===== config.mk =====
export PLATFORM = sky130hd
export DESIGN_NAME = safe_code_engine_flat
export DESIGN_NICKNAME = d
export VERILOG_FILES = /design/src/rtl/safe_code_engine_if.sv /design/src/rtl/safe_code_engine.sv /design/src/flat_wrapper.sv
export SDC_FILE = /design/constraint.sdc
export NUM_CORES = 1
export LEC_CHECK = 0
export ABC_AREA = 1
export CAP_MARGIN = 20
export CORE_MARGIN = 8
export CORE_UTILIZATION = 45
export DETAILED_ROUTE_END_ITERATION = 12
export GPL_ROUTABILITY_DRIVEN = 0
export PLACE_DENSITY = 0.68
export SLEW_MARGIN = 20
export SYNTH_ARGS = -nofsm -noshare
export SYNTH_HDL_FRONTEND = slang
export SYNTH_SLANG_ARGS = --single-unit

===== constraint.sdc =====
create_clock -name clk -period 12.9 [get_ports clk]
set_clock_uncertainty 0.2 [all_clocks]
set_input_delay 2.58 -clock clk [delete_from_list [all_inputs] [get_ports clk]]
set_output_delay 2.58 -clock clk [all_outputs]
set_load 0.01 [all_outputs]

===== src/rtl/safe_code_engine_if.sv =====
// Game-side bus of the safe code engine: guess/start entry from the key logic,
// scores and game status back to the display logic.
interface safe_code_engine_if #(
  parameter int DIGITS = 4,
  parameter int SYM_W  = 2
);
  localparam int CODE_W = DIGITS * SYM_W;
  localparam int CNT_W  = $clog2(DIGITS + 1);

  logic              start;
  logic              ld_code;
  logic [CODE_W-1:0] ld_val;
  logic [CODE_W-1:0] guess;
  logic              submit;
  logic [CODE_W-1:0] code;
  logic              playing;
  logic              busy;
  logic              result_valid;
  logic [CNT_W-1:0]  n_correct;
  logic [CNT_W-1:0]  n_misplaced;
  logic [7:0]        tries_bcd;
  logic              won;
  logic              lost;
  logic [2:0]        dbg_state;

  // Handshake: submit is taken only while playing && !busy (no ready line);
  // result_valid is a one-cycle pulse with no back-pressure, so the
  // consumer must capture the scores on that cycle or read them while held.
  modport master (
    output start, ld_code, ld_val, guess, submit,
    input  code, playing, busy, result_valid, n_correct, n_misplaced,
           tries_bcd, won, lost, dbg_state
  );
  modport slave (
    input  start, ld_code, ld_val, guess, submit,
    output code, playing, busy, result_valid, n_correct, n_misplaced,
           tries_bcd, won, lost, dbg_state
  );
endinterface


===== src/rtl/safe_code_engine.sv =====
// Code-guessing game core: secret code from LFSR or test load, sequential
// exact/misplaced scoring, BCD try counter with win/lose detection.
module safe_code_engine #(
  parameter int               DIGITS    = 4,
  parameter int               SYM_W     = 2,
  parameter int               MAX_TRIES = 99,
  parameter int               LFSR_W    = 16,
  parameter logic [LFSR_W-1:0] TAPS     = 16'hB400,
  parameter logic [LFSR_W-1:0] SEED     = 16'h0001
) (
  input  logic                clk,
  input  logic                reset,
  safe_code_engine_if.slave   bus
);
  localparam int CODE_W = DIGITS * SYM_W;
  localparam int NSYM   = 1 << SYM_W;
  localparam int CNT_W  = $clog2(DIGITS + 1);
  localparam int MAXN   = (DIGITS > NSYM) ? DIGITS : NSYM;
  localparam int IDX_W  = $clog2(MAXN);
  localparam logic [7:0] MAX_BCD = {4'(MAX_TRIES / 10), 4'(MAX_TRIES % 10)};

  typedef enum logic [2:0] {
    IDLE  = 3'd0,
    PLAY  = 3'd1,
    EXACT = 3'd2,
    MISP  = 3'd3,
    WON   = 3'd4,
    LOST  = 3'd5
  } state_t;

  state_t            state;
  logic [LFSR_W-1:0] lfsr;
  logic [CODE_W-1:0] code_q;
  logic [CODE_W-1:0] guess_q;
  logic [IDX_W-1:0]  idx;
  logic [CNT_W-1:0]  exact_acc;
  logic [CNT_W-1:0]  total_acc;
  logic [CNT_W-1:0]  n_correct_q;
  logic [CNT_W-1:0]  n_misplaced_q;
  logic [7:0]        tries_q;
  logic              won_q;
  logic              lost_q;
  logic              rv_q;

  logic [LFSR_W-1:0] lfsr_next;
  logic [SYM_W-1:0]  g_dig;
  logic [SYM_W-1:0]  c_dig;
  logic [SYM_W-1:0]  sym;
  logic [CNT_W-1:0]  cnt_code;
  logic [CNT_W-1:0]  cnt_guess;
  logic [CNT_W-1:0]  min_cnt;
  logic [CNT_W-1:0]  total_nxt;
  logic [7:0]        tries_nxt;

  function automatic logic [7:0] bcd_inc(input logic [7:0] v);
    if (v[3:0] == 4'd9) return {v[7:4] + 4'd1, 4'd0};
    else                return {v[7:4], v[3:0] + 4'd1};
  endfunction

  // Galois right-shift: a non-zero state never maps to zero.
  assign lfsr_next = lfsr[0] ? ((lfsr >> 1) ^ TAPS) : (lfsr >> 1);
  assign sym       = idx[SYM_W-1:0];

  always_comb begin
    g_dig     = '0;
    c_dig     = '0;
    cnt_code  = '0;
    cnt_guess = '0;
    for (int i = 0; i < DIGITS; i++) begin
      if (idx == IDX_W'(i)) begin
        g_dig = guess_q[i*SYM_W +: SYM_W];
        c_dig = code_q[i*SYM_W +: SYM_W];
      end
      if (code_q[i*SYM_W +: SYM_W] == sym)  cnt_code  = cnt_code + CNT_W'(1);
      if (guess_q[i*SYM_W +: SYM_W] == sym) cnt_guess = cnt_guess + CNT_W'(1);
    end
    min_cnt   = (cnt_code < cnt_guess) ? cnt_code : cnt_guess;
    total_nxt = total_acc + min_cnt;
    tries_nxt = bcd_inc(tries_q);
  end

  always_ff @(posedge clk) begin
    if (reset) begin
      state         <= IDLE;
      lfsr          <= SEED;
      code_q        <= '0;
      guess_q       <= '0;
      idx           <= '0;
      exact_acc     <= '0;
      total_acc     <= '0;
      n_correct_q   <= '0;
      n_misplaced_q <= '0;
      tries_q       <= '0;
      won_q         <= 1'b0;
      lost_q        <= 1'b0;
      rv_q          <= 1'b0;
    end else begin
      lfsr <= lfsr_next;
      rv_q <= 1'b0;
      if (bus.start && (state != EXACT) && (state != MISP)) begin
        code_q        <= bus.ld_code ? bus.ld_val : lfsr[CODE_W-1:0];
        tries_q       <= '0;
        won_q         <= 1'b0;
        lost_q        <= 1'b0;
        n_correct_q   <= '0;
        n_misplaced_q <= '0;
        state         <= PLAY;
      end else begin
        case (state)
          PLAY: begin
            if (bus.submit) begin
              guess_q   <= bus.guess;
              exact_acc <= '0;
              total_acc <= '0;
              idx       <= '0;
              state     <= EXACT;
            end
          end
          EXACT: begin
            if (g_dig == c_dig) exact_acc <= exact_acc + CNT_W'(1);
            if (idx == IDX_W'(DIGITS - 1)) begin
              idx   <= '0;
              state <= MISP;
            end else begin
              idx <= idx + IDX_W'(1);
            end
          end
          MISP: begin
            total_acc <= total_nxt;
            if (idx == IDX_W'(NSYM - 1)) begin
              // Every symbol counted: publish the score and judge the game.
              n_correct_q   <= exact_acc;
              n_misplaced_q <= total_nxt - exact_acc;
              tries_q       <= tries_nxt;
              rv_q          <= 1'b1;
              idx           <= '0;
              if (exact_acc == CNT_W'(DIGITS)) begin
                won_q <= 1'b1;
                state <= WON;
              end else if (tries_nxt == MAX_BCD) begin
                lost_q <= 1'b1;
                state  <= LOST;
              end else begin
                state <= PLAY;
              end
            end else begin
              idx <= idx + IDX_W'(1);
            end
          end
          default: ;
        endcase
      end
    end
  end

  assign bus.code         = code_q;
  assign bus.playing      = (state == PLAY) || (state == EXACT) || (state == MISP);
  assign bus.busy         = (state == EXACT) || (state == MISP);
  assign bus.result_valid = rv_q;
  assign bus.n_correct    = n_correct_q;
  assign bus.n_misplaced  = n_misplaced_q;
  assign bus.tries_bcd    = tries_q;
  assign bus.won          = won_q;
  assign bus.lost         = lost_q;
  assign bus.dbg_state    = state;
endmodule


===== src/flat_wrapper.sv =====
// flat-port wrapper written by rule: the top's interface ports become plain ports
module safe_code_engine_flat 
#(
  parameter int               DIGITS    = 4,
  parameter int               SYM_W     = 2,
  parameter int               MAX_TRIES = 99,
  parameter int               LFSR_W    = 16,
  parameter logic [LFSR_W-1:0] TAPS     = 16'hB400,
  parameter logic [LFSR_W-1:0] SEED     = 16'h0001
)
  (clk, reset, bus_start, bus_ld_code, bus_ld_val, bus_guess, bus_submit, bus_code, bus_playing, bus_busy, bus_result_valid, bus_n_correct, bus_n_misplaced, bus_tries_bcd, bus_won, bus_lost, bus_dbg_state);
  safe_code_engine_if #(.DIGITS(DIGITS), .SYM_W(SYM_W)) bus_i ();
  input  logic clk;
  input  logic reset;
  input wire logic [$bits(bus_i.start)-1:0] bus_start;
  input wire logic [$bits(bus_i.ld_code)-1:0] bus_ld_code;
  input wire logic [$bits(bus_i.ld_val)-1:0] bus_ld_val;
  input wire logic [$bits(bus_i.guess)-1:0] bus_guess;
  input wire logic [$bits(bus_i.submit)-1:0] bus_submit;
  output wire logic [$bits(bus_i.code)-1:0] bus_code;
  output wire logic [$bits(bus_i.playing)-1:0] bus_playing;
  output wire logic [$bits(bus_i.busy)-1:0] bus_busy;
  output wire logic [$bits(bus_i.result_valid)-1:0] bus_result_valid;
  output wire logic [$bits(bus_i.n_correct)-1:0] bus_n_correct;
  output wire logic [$bits(bus_i.n_misplaced)-1:0] bus_n_misplaced;
  output wire logic [$bits(bus_i.tries_bcd)-1:0] bus_tries_bcd;
  output wire logic [$bits(bus_i.won)-1:0] bus_won;
  output wire logic [$bits(bus_i.lost)-1:0] bus_lost;
  output wire logic [$bits(bus_i.dbg_state)-1:0] bus_dbg_state;
  assign bus_i.start = bus_start;
  assign bus_i.ld_code = bus_ld_code;
  assign bus_i.ld_val = bus_ld_val;
  assign bus_i.guess = bus_guess;
  assign bus_i.submit = bus_submit;
  assign bus_code = bus_i.code;
  assign bus_playing = bus_i.playing;
  assign bus_busy = bus_i.busy;
  assign bus_result_valid = bus_i.result_valid;
  assign bus_n_correct = bus_i.n_correct;
  assign bus_n_misplaced = bus_i.n_misplaced;
  assign bus_tries_bcd = bus_i.tries_bcd;
  assign bus_won = bus_i.won;
  assign bus_lost = bus_i.lost;
  assign bus_dbg_state = bus_i.dbg_state;
  safe_code_engine #(.DIGITS(DIGITS), .SYM_W(SYM_W), .MAX_TRIES(MAX_TRIES), .LFSR_W(LFSR_W), .TAPS(TAPS), .SEED(SEED)) u_core (.clk(clk), .reset(reset), .bus(bus_i));
endmodule

# Word level (Yosys, flattened, before mapping)
# Index checks and enable logic that the tools add are counted.
[word_totals]
register_bits = 60
word_cells = 119
in_bits = 21
out_inout_bits = 30
[op_classes]
muxes = 35
n_reduce_logical = 24
add_sub_neg = 12
n_eq_ne = 27
magnitude_cmp = 1
bitwise = 5
[ops]
columns = ["operator", "n"]
rows = [
  ["2-to-1 mux 3 bit", 14],
  ["2-to-1 mux 2 bit", 10],
  ["== test 2 bit", 9],
  ["2-to-1 mux 8 bit", 2],
  ["AND reduction 4 bit", 4],
  ["adder 3 x 1 -> 3 bit, second input constant", 5],
  ["2-to-1 mux 14 bit", 1],
  ["case mux 3 bit (2 select lines)", 2],
  ["AND reduction 3 bit", 4],
  ["!= test 3 x 2 -> 1 bit, second input constant", 3],
  ["case mux 3 bit (3 select lines)", 1],
  ["adder 4 x 1 -> 4 bit, second input constant", 2],
  ["== test 8 bit, second input constant", 1],
  ["== test 3 x 2 -> 1 bit, second input constant", 2],
  ["!= test 2 x 1 -> 1 bit, second input constant", 3],
  ["!= test 3 x 1 -> 1 bit, second input constant", 2],
  ["nonzero test 2 bit", 3],
  ["OR reduction 2 bit", 3],
  ["adder 1 x 1 -> 2 bit, second input constant", 2],
  ["== test 2 bit, second input constant", 2],
  ["== test 4 bit, second input constant", 1],
  ["2-to-1 mux 1 bit", 4],
  ["inverter 1 bit", 4],
  ["inverter 3 -> 4 bit", 1],
  ["16 further kinds", 19],
]

# Logic depth before layout (Yosys ltp)
# Gate-level depths: netlist of run 1.
[logic_depth]
word_depth = 12
ltp_mapped = 30
mapped_depth_nobuf = 29

# Worst setup path after synthesis of run 1
# OpenSTA, ideal clock, no wires.
[synth_timing]
path_kind = "register -> register"
from = "reg u_core.idx[0]"
to = "reg u_core.n_misplaced_q[2] (netlist: u_core.bus.n_misplaced[2])"
setup_ns = 0.117
path_buffers = 1
synth_period_minus_slack_ns = 4.378
path_slack_ns = 8.522
t_required_ns = 12.583
t_arrival_ns = 4.061
path_stages_with_launch = 26
path_cell_list = "dfxtp_1 > buf_6 > inv_1 > nand2_1 > and3_1 > ha_1 > nand3_1 > nand2_2 > inv_1 > ha_1 > inv_1 > o21ai_0 > inv_1 > ha_1 > inv_1 > nor2_1 > nand2_2 > nand3b_1 > nand2_1 > ha_1 > fa_1 > fa_1 > xnor2_1 > nor2_1 > o221ai_1 > inv_1"
[synth_via]
elab_chain_cells = 12
elab_cells_between_ends = 28
cone_classes = "add/sub (8); order compare (1); eq/ne (9); mux (9); reduce/logical (1)"
[synth_rtl]
columns = ["element", "line", "rtl"]
rows = [
  ["start: declaration", "safe_code_engine.sv:35", "logic [IDX_W-1:0] idx;"],
  ["start signal: assignment", "safe_code_engine.sv:125", "idx <= idx + IDX_W'(1);"],
  ["start signal: assignment", "safe_code_engine.sv:147", "idx <= idx + IDX_W'(1);"],
  ["== test 2 bit (on tied branches)", "safe_code_engine.sv:74, safe_code_engine.sv:75", ""],
  ["2-to-1 mux 1 bit (on tied branches)", "safe_code_engine.sv:74, safe_code_engine.sv:75", ""],
  ["adder 1 x 1 -> 2 bit (on tied branches)", "safe_code_engine.sv:74, safe_code_engine.sv:75", ""],
  ["2-to-1 mux 3 bit (on tied branches)", "safe_code_engine.sv:74, safe_code_engine.sv:75", ""],
  ["adder 3 x 1 -> 3 bit (on tied branches)", "safe_code_engine.sv:74, safe_code_engine.sv:75", ""],
  ["2-to-1 mux 3 bit (on tied branches)", "safe_code_engine.sv:74, safe_code_engine.sv:75", ""],
  ["adder 3 x 1 -> 3 bit (on tied branches)", "safe_code_engine.sv:74, safe_code_engine.sv:75", ""],
  ["2-to-1 mux 3 bit (on tied branches)", "safe_code_engine.sv:74, safe_code_engine.sv:75", ""],
  ["< comparator 3 bit", "safe_code_engine.sv:77", "min_cnt = (cnt_code < cnt_guess) ? cnt_code : cnt_guess;"],
  ["2-to-1 mux 3 bit", "safe_code_engine.sv:77", ""],
  ["adder 3 bit", "safe_code_engine.sv:78", "total_nxt = total_acc + min_cnt;"],
  ["subtractor 3 bit", "safe_code_engine.sv:133", "n_misplaced_q <= total_nxt - exact_acc;"],
  ["end signal: assignment", "safe_code_engine.sv:133", ""],
  ["end: declaration", "safe_code_engine.sv:39", "logic [CNT_W-1:0] n_misplaced_q;"],
]
# Parallel ways exist; a longest one is shown, timed or not.
# A chain may end at the register's enable or synchronous reset.

# Final worst setup path of run 1
# Ends and elaborated chain as after synthesis.

==> out/results.ini, run 1 <==
[die]
die-width_um=103
coreArea_mm2=0.00757
rows=32
io-pin-count=51
die_h_um=103
start_util=0.453
die-area_mm2=0.0107

[clock_tree]
cts_hold_buf=0
worst_skew_pair.late_latency_ns=0.34
cts.htree.levels=3
clkTransAtPathRegs_ns=0.07
postCtsSetupRepairBufs=0
root_buffer=clkbuf_8
cts_resized=0
cts.path.max_buffers=2
cts_num_sinks=60
cts_tree=yes
cts_buffers=9

[critical_path]
worstSetupPathType=flop to flop
cp_num_buf_inv=6
crit_chain=inv_1 -> nand2_1 -> and3_1 -> ha_1 -> inv_1 -> nand2_2 -> nand2_2 -> inv_1 -> ha_1 -> inv_1 -> o21ai_0 -> inv_1 -> ha_1 -> a21oi_1 -> nand2_2 -> nand2_1 -> nand2_1 -> ha_1 -> fa_1 -> fa_1 -> xnor2_1 -> nor2_1 -> o221ai_1 -> inv_1
worstReg2RegEnd=u_core.bus.n_misplaced[2]
worstPathArrival_ns=4.95
regToRegSetupSlack_ns=7.98
crit_path_max_fanout=13
slowest_stage=dfxtp_1
startpoint=u_core.idx[0]
cp-start-kind=flop
cpMostUsedCell=inv_1
r2r_start=u_core.idx[0]
critPathTopFamily=adder cells
cp.required_ns=12.93
cp_slowest_stage_delay_ns=0.67
r2r_cells=24
endpoint=u_core.bus.n_misplaced[2]
cp-end-kind=flop
crit_cells=24

[run]
drv_cap=0

[placed_design]
numPortBuffers=50
dp_hpwl_mm=5.86
post-place-ws_ns=7.99

[routing]
routed_wl_mm=7.54
via_per_inst=4.79
firstDrtPassIters=4
antenna_left=0
remaining_drc_errors=0
vias=2912
initialDrtViolationCount=92
post_drt_wl_per_cell_um=12.4

[pwr]
irDropWorstVdd_mv=0.0780
power.density_mw_per_mm2=132
cellLeakagePower_nw=1.77

[grt]
grt_max_degree=24
grt_remaining_overflow=0
antenna_found_initial=0
grt_pass1_vias=2820
grt_first_pass_wirelength_mm=12.7
grt_use_total=0.156

[synthesis]
synth_common_cells=78 x nand2_1, 60 x dfxtp_1, 59 x inv_1
synth_area_per_cell_um2=7.58
synthArstFlopShare=0
synth_most_common_cell=nand2_1
synth-edff-count=0
synth_ff_type=dfxtp_1
yosys.area.top_type=dfxtp_1
yosysSeqAreaShare=0.351
syn_nets=497
synth.distinct_cells=41
synth.top_cell.area_share=0.351
ys_ff_latch=60
synth_warnings=0
synth_area_leaders=dfxtp_1 35%, nand2_1 8.5%, ha_1 8.0%
synth_area_mm2=0.00343
syn_inst=452

[sta]
layout_min_cycle_time_ns=4.92
fmax_ghz=0.203
hold_violations=0
rsz0062_at_grt=false
slew_headroom=0.626
setup_viol=0
final.period_utilization=0.381
slew_violations=0
fin_ws_ns=7.98
worst_slew_pin_slew_ns=0.561
tns_ns=0

[finish]
drive_gt1_frac=0.111
n_antenna_cell=0
nNetsFinal=546
fillCellCount=709
multi_input_area_mm2=0.00188
seqCellArea_mm2=0.00120
syn2layout_area_growth_pct=21.3

[worst_hold_path]
worstHoldStart=u_core.lfsr[10]
holdCritPathClass=flop to flop

[run_status]
status=complete, no violations

==> cell families (layout without fill, tap and decap cells) <==
logic type      after synthesis  count (layout)  synth area share
simple gates                178             178             0.250
compound gates               84              84             0.134
buf+inv                      79             133            0.0997
flops                        60              60             0.351
xor+xnor                     27              27            0.0734
fa+ha+maj                    24              24            0.0920
==> placed cells by master, fill, tap and decap left out, types with 3 or more instances in the layout <==
cell type        instances
clkdlybuf4s50_1         50
inv_2                    5
clkbuf_8                11
dfxtp_1                 60
nor2_4                   5
ha_1                    22
nor2_1                  49
a211oi_2                 3
inv_1                   59
and3_1                   4
nand4_1                  3
xnor2_1                 19
xor2_1                   6
nand2_1                 78
clkinv_2                 3
nand3_1                 13
nand2_2                 13
o21ai_0                 21
o21ai_1                  8
a21oi_1                 46
==> metal layers <==
metal | part of all wire | vias to the layer above | GRT usage
li1 | - | 1530 | -
met1 | 0.47 | 1307 | 0.190
met2 | 0.47 | 57 | 0.248
met3 | 0.036 | 18 | 0.0382
met4 | 0.022 | 0 | 0.0834
met5 | 0 | - | 0
==> sequential cells by signal (all words and copies together), names as in the netlist <==
register and count:
u_core.bus.code 8, u_core.bus.dbg_state 3, u_core.bus.lost 1, u_core.bus.n_correct 3, u_core.bus.n_misplaced 3, u_core.bus.result_valid 1
u_core.bus.tries_bcd 8, u_core.bus.won 1, u_core.exact_acc 3, u_core.guess_q 8, u_core.idx 2, u_core.lfsr 16
u_core.total_acc 3
==> per-stage QoR <==
stage                util  instances  hold WS (ns)  power [mW]  cell area, µm²
detailed placement  0.526        592         0.197       0.400            3980
global route        0.549        608         0.224       0.595            4160
CTS                 0.549        608         0.209       0.557            4160
finish              0.549        608         0.206       0.550            4160
floorplan               -        452         0.188       0.353            3430
global placement    0.526        592         0.198       0.391            3980
==> layout make-up <==
type                            instances  share of cell area
Clock buffer                           12              0.0373
Clock inverter                          4             0.00572
Inverter                               66              0.0620
Multi-Input combinational cell        313               0.453
Sequential cell                        60               0.289
Tap cell                              102              0.0307
Timing Repair Buffer                   51               0.122
==> worst min path at each step <==
stage | slack (ns) | to | cells past startpoint
after floorplan | 0.19 | u_core.lfsr[11] | 2
after global placement | 0.20 | u_core.lfsr[11] | 2
after CTS | 0.21 | u_core.lfsr[14] | 2
final | 0.21 | u_core.lfsr[9] | 2
after global routing | 0.22 | u_core.lfsr[14] | 2
after detailed placement | 0.20 | u_core.lfsr[14] | 2
==> worst register-to-register path, stage by stage, from the launching register on <==
cell,delay [ns]
dfxtp_1,0.67
inv_1,0.19
nand2_1,0.09
and3_1,0.21
ha_1,0.27
inv_1,0.08
nand2_2,0.06
nand2_2,0.07
inv_1,0.05
ha_1,0.26
inv_1,0.03
o21ai_0,0.24
inv_1,0.08
ha_1,0.19
a21oi_1,0.28
nand2_2,0.10
nand2_1,0.06
nand2_1,0.05
ha_1,0.21
fa_1,0.51
fa_1,0.45
xnor2_1,0.18
nor2_1,0.07
o221ai_1,0.17
inv_1,0.05
==> where the power goes <==
part	switching, mW	total [mW]	internal (mW)
clock	0.0762	0.156	0.0796
combinational	0.111	0.192	0.0804
sequential	0.00963	0.203	0.193
total	0.197	0.550	0.353
(Power assumes the default switching activity.)
==> run 2, diff against run 1 <==
PLACE_DENSITY = 0.71   (was 0.68)
clock period = 4.5 ns   (was 12.9 ns; I/O delays follow)
==> out/results.ini, run 2 (synthesis results as in run 1) <==
[run_status]
status=complete, no violations

[sta]
worst_slew_pin_slew_ns=0.563
layout_min_cycle_time_ns=4.31
fmax_ghz=0.232
setup_viol=0
slew_headroom=0.624
hold_violations=0
tns_ns=0
slew_violations=0
final.period_utilization=0.957
fin_hold_ws_ns=0.208
fin_ws_ns=0.194

[die]
start_util=0.453
rows=32
die-area_mm2=0.0107
io-pin-count=51
coreArea_mm2=0.00757
die-width_um=103
die_h_um=103

[routing]
antenna_left=0
vias=2980
remaining_drc_errors=0
routed_wl_mm=8.13
initialDrtViolationCount=143
firstDrtPassIters=4
post_drt_wl_per_cell_um=13.1
via_per_inst=4.81

[worst_hold_path]
holdCritPathClass=flop to flop

[clock_tree]
cts_hold_buf=0
cts_tree=yes
clkTransAtPathRegs_ns=0.07
cts_buffers=9
cts.htree.levels=3
worst_skew_pair.late_latency_ns=0.34
root_buffer=clkbuf_8
cts_num_sinks=60
cts.path.max_buffers=2

[grt]
antenna_found_initial=0
top_usage_layer=met2
grt_use_met3=0.0328
met2_usage=0.261
grt_remaining_overflow=0
grt_first_pass_wirelength_mm=13.1
grt_use_total=0.160
grt_util_met1=0.196
grt_max_degree=22
grt_pass1_vias=2855

[placed_design]
dp_hpwl_mm=6.14
numPortBuffers=50
post-place-ws_ns=-0.0718

[finish]
largest_reg_flops=16
final_common_cell=nand2_1
seqCellArea_mm2=0.00121
most-common-layout-cells=77 x nand2_1, 58 x inv_1, 58 x dfxtp_1
syn2layout_area_growth_pct=28.7
n_antenna_cell=0
fillCellCount=655
multi_input_area_mm2=0.00198
nNetsFinal=558
drive_gt1_frac=0.168
largest_register=u_core.lfsr
fin_util=0.583

[critical_path]
cp_num_buf_inv=5
worstSetupPathType=flop to flop
cp.required_ns=4.53
crit_path_max_fanout=5
cpMostUsedCell=nand2_1
cp_slowest_stage_delay_ns=0.49
cp-end-kind=flop
critPathTopFamily=adder cells
cp-start-kind=flop
slowest_stage=fa_1
worstPathArrival_ns=4.34

[pwr]
irDropWorstVdd_mv=0.231
power.density_mw_per_mm2=415
cellLeakagePower_nw=1.87

[run]
drv_cap=0

[run 2: what timing repair did]
action / CTS / global route
setup buffers: 0 / 3
pin swaps: 0 / 7
endpoints found under the setup margin: 1 / 2
resized for setup: 5 / 20
[run 2: per-layer routing]
layer,routed length [µm],part of all wire
met1,3760,0.46
met2,4010,0.49
met3,249,0.031
met4,107,0.013
met5,0,0
[run 2: path summary, 6_finish.rpt]
kind | slack (ns) | cells after the start | from | endpoint
max | 0.19 | 25 | u_core.idx[1] | u_core.bus.n_misplaced[2]
min | 0.21 | 2 | u_core.lfsr[8] | u_core.lfsr[7]
max reg2reg | 0.19 | 25 | u_core.idx[1] | u_core.bus.n_misplaced[2]
min reg2reg | 0.21 | 2 | u_core.lfsr[8] | u_core.lfsr[7]
[run 2: area by class of cell]
class | count | share of cell area
multi-input combinational | 313 | 0.449
sequential | 60 | 0.274
timing repair buffer | 63 | 0.137
inverter | 66 | 0.0585
clock buffer | 11 | 0.0343
tap | 102 | 0.0290
clock inverter | 5 | 0.0187
[run 2: worst min-delay path, cell delays in order (launching register included)]
cell and delay [ns]:
dfxtp_1 0.30, inv_1 0.04, nor2_1 0.03
[run 2: per-stage QoR]
step | cell area (µm²) | total power, mW | std cells
after global placement | 4050 | 1.13 | 601
after floorplan | 3430 | 1.01 | 452
after global routing | 4410 | 1.94 | 620
after CTS | 4290 | 1.74 | 617
final | 4410 | 1.83 | 620
after detailed placement | 4050 | 1.15 | 601
[run 2: power by group]
part	internal (mW)	total [mW]	switching (mW)
Sequential	0.554	0.577	0.0239
Combinational	0.305	0.684	0.379
Clock	0.344	0.566	0.222
Total	1.20	1.83	0.626
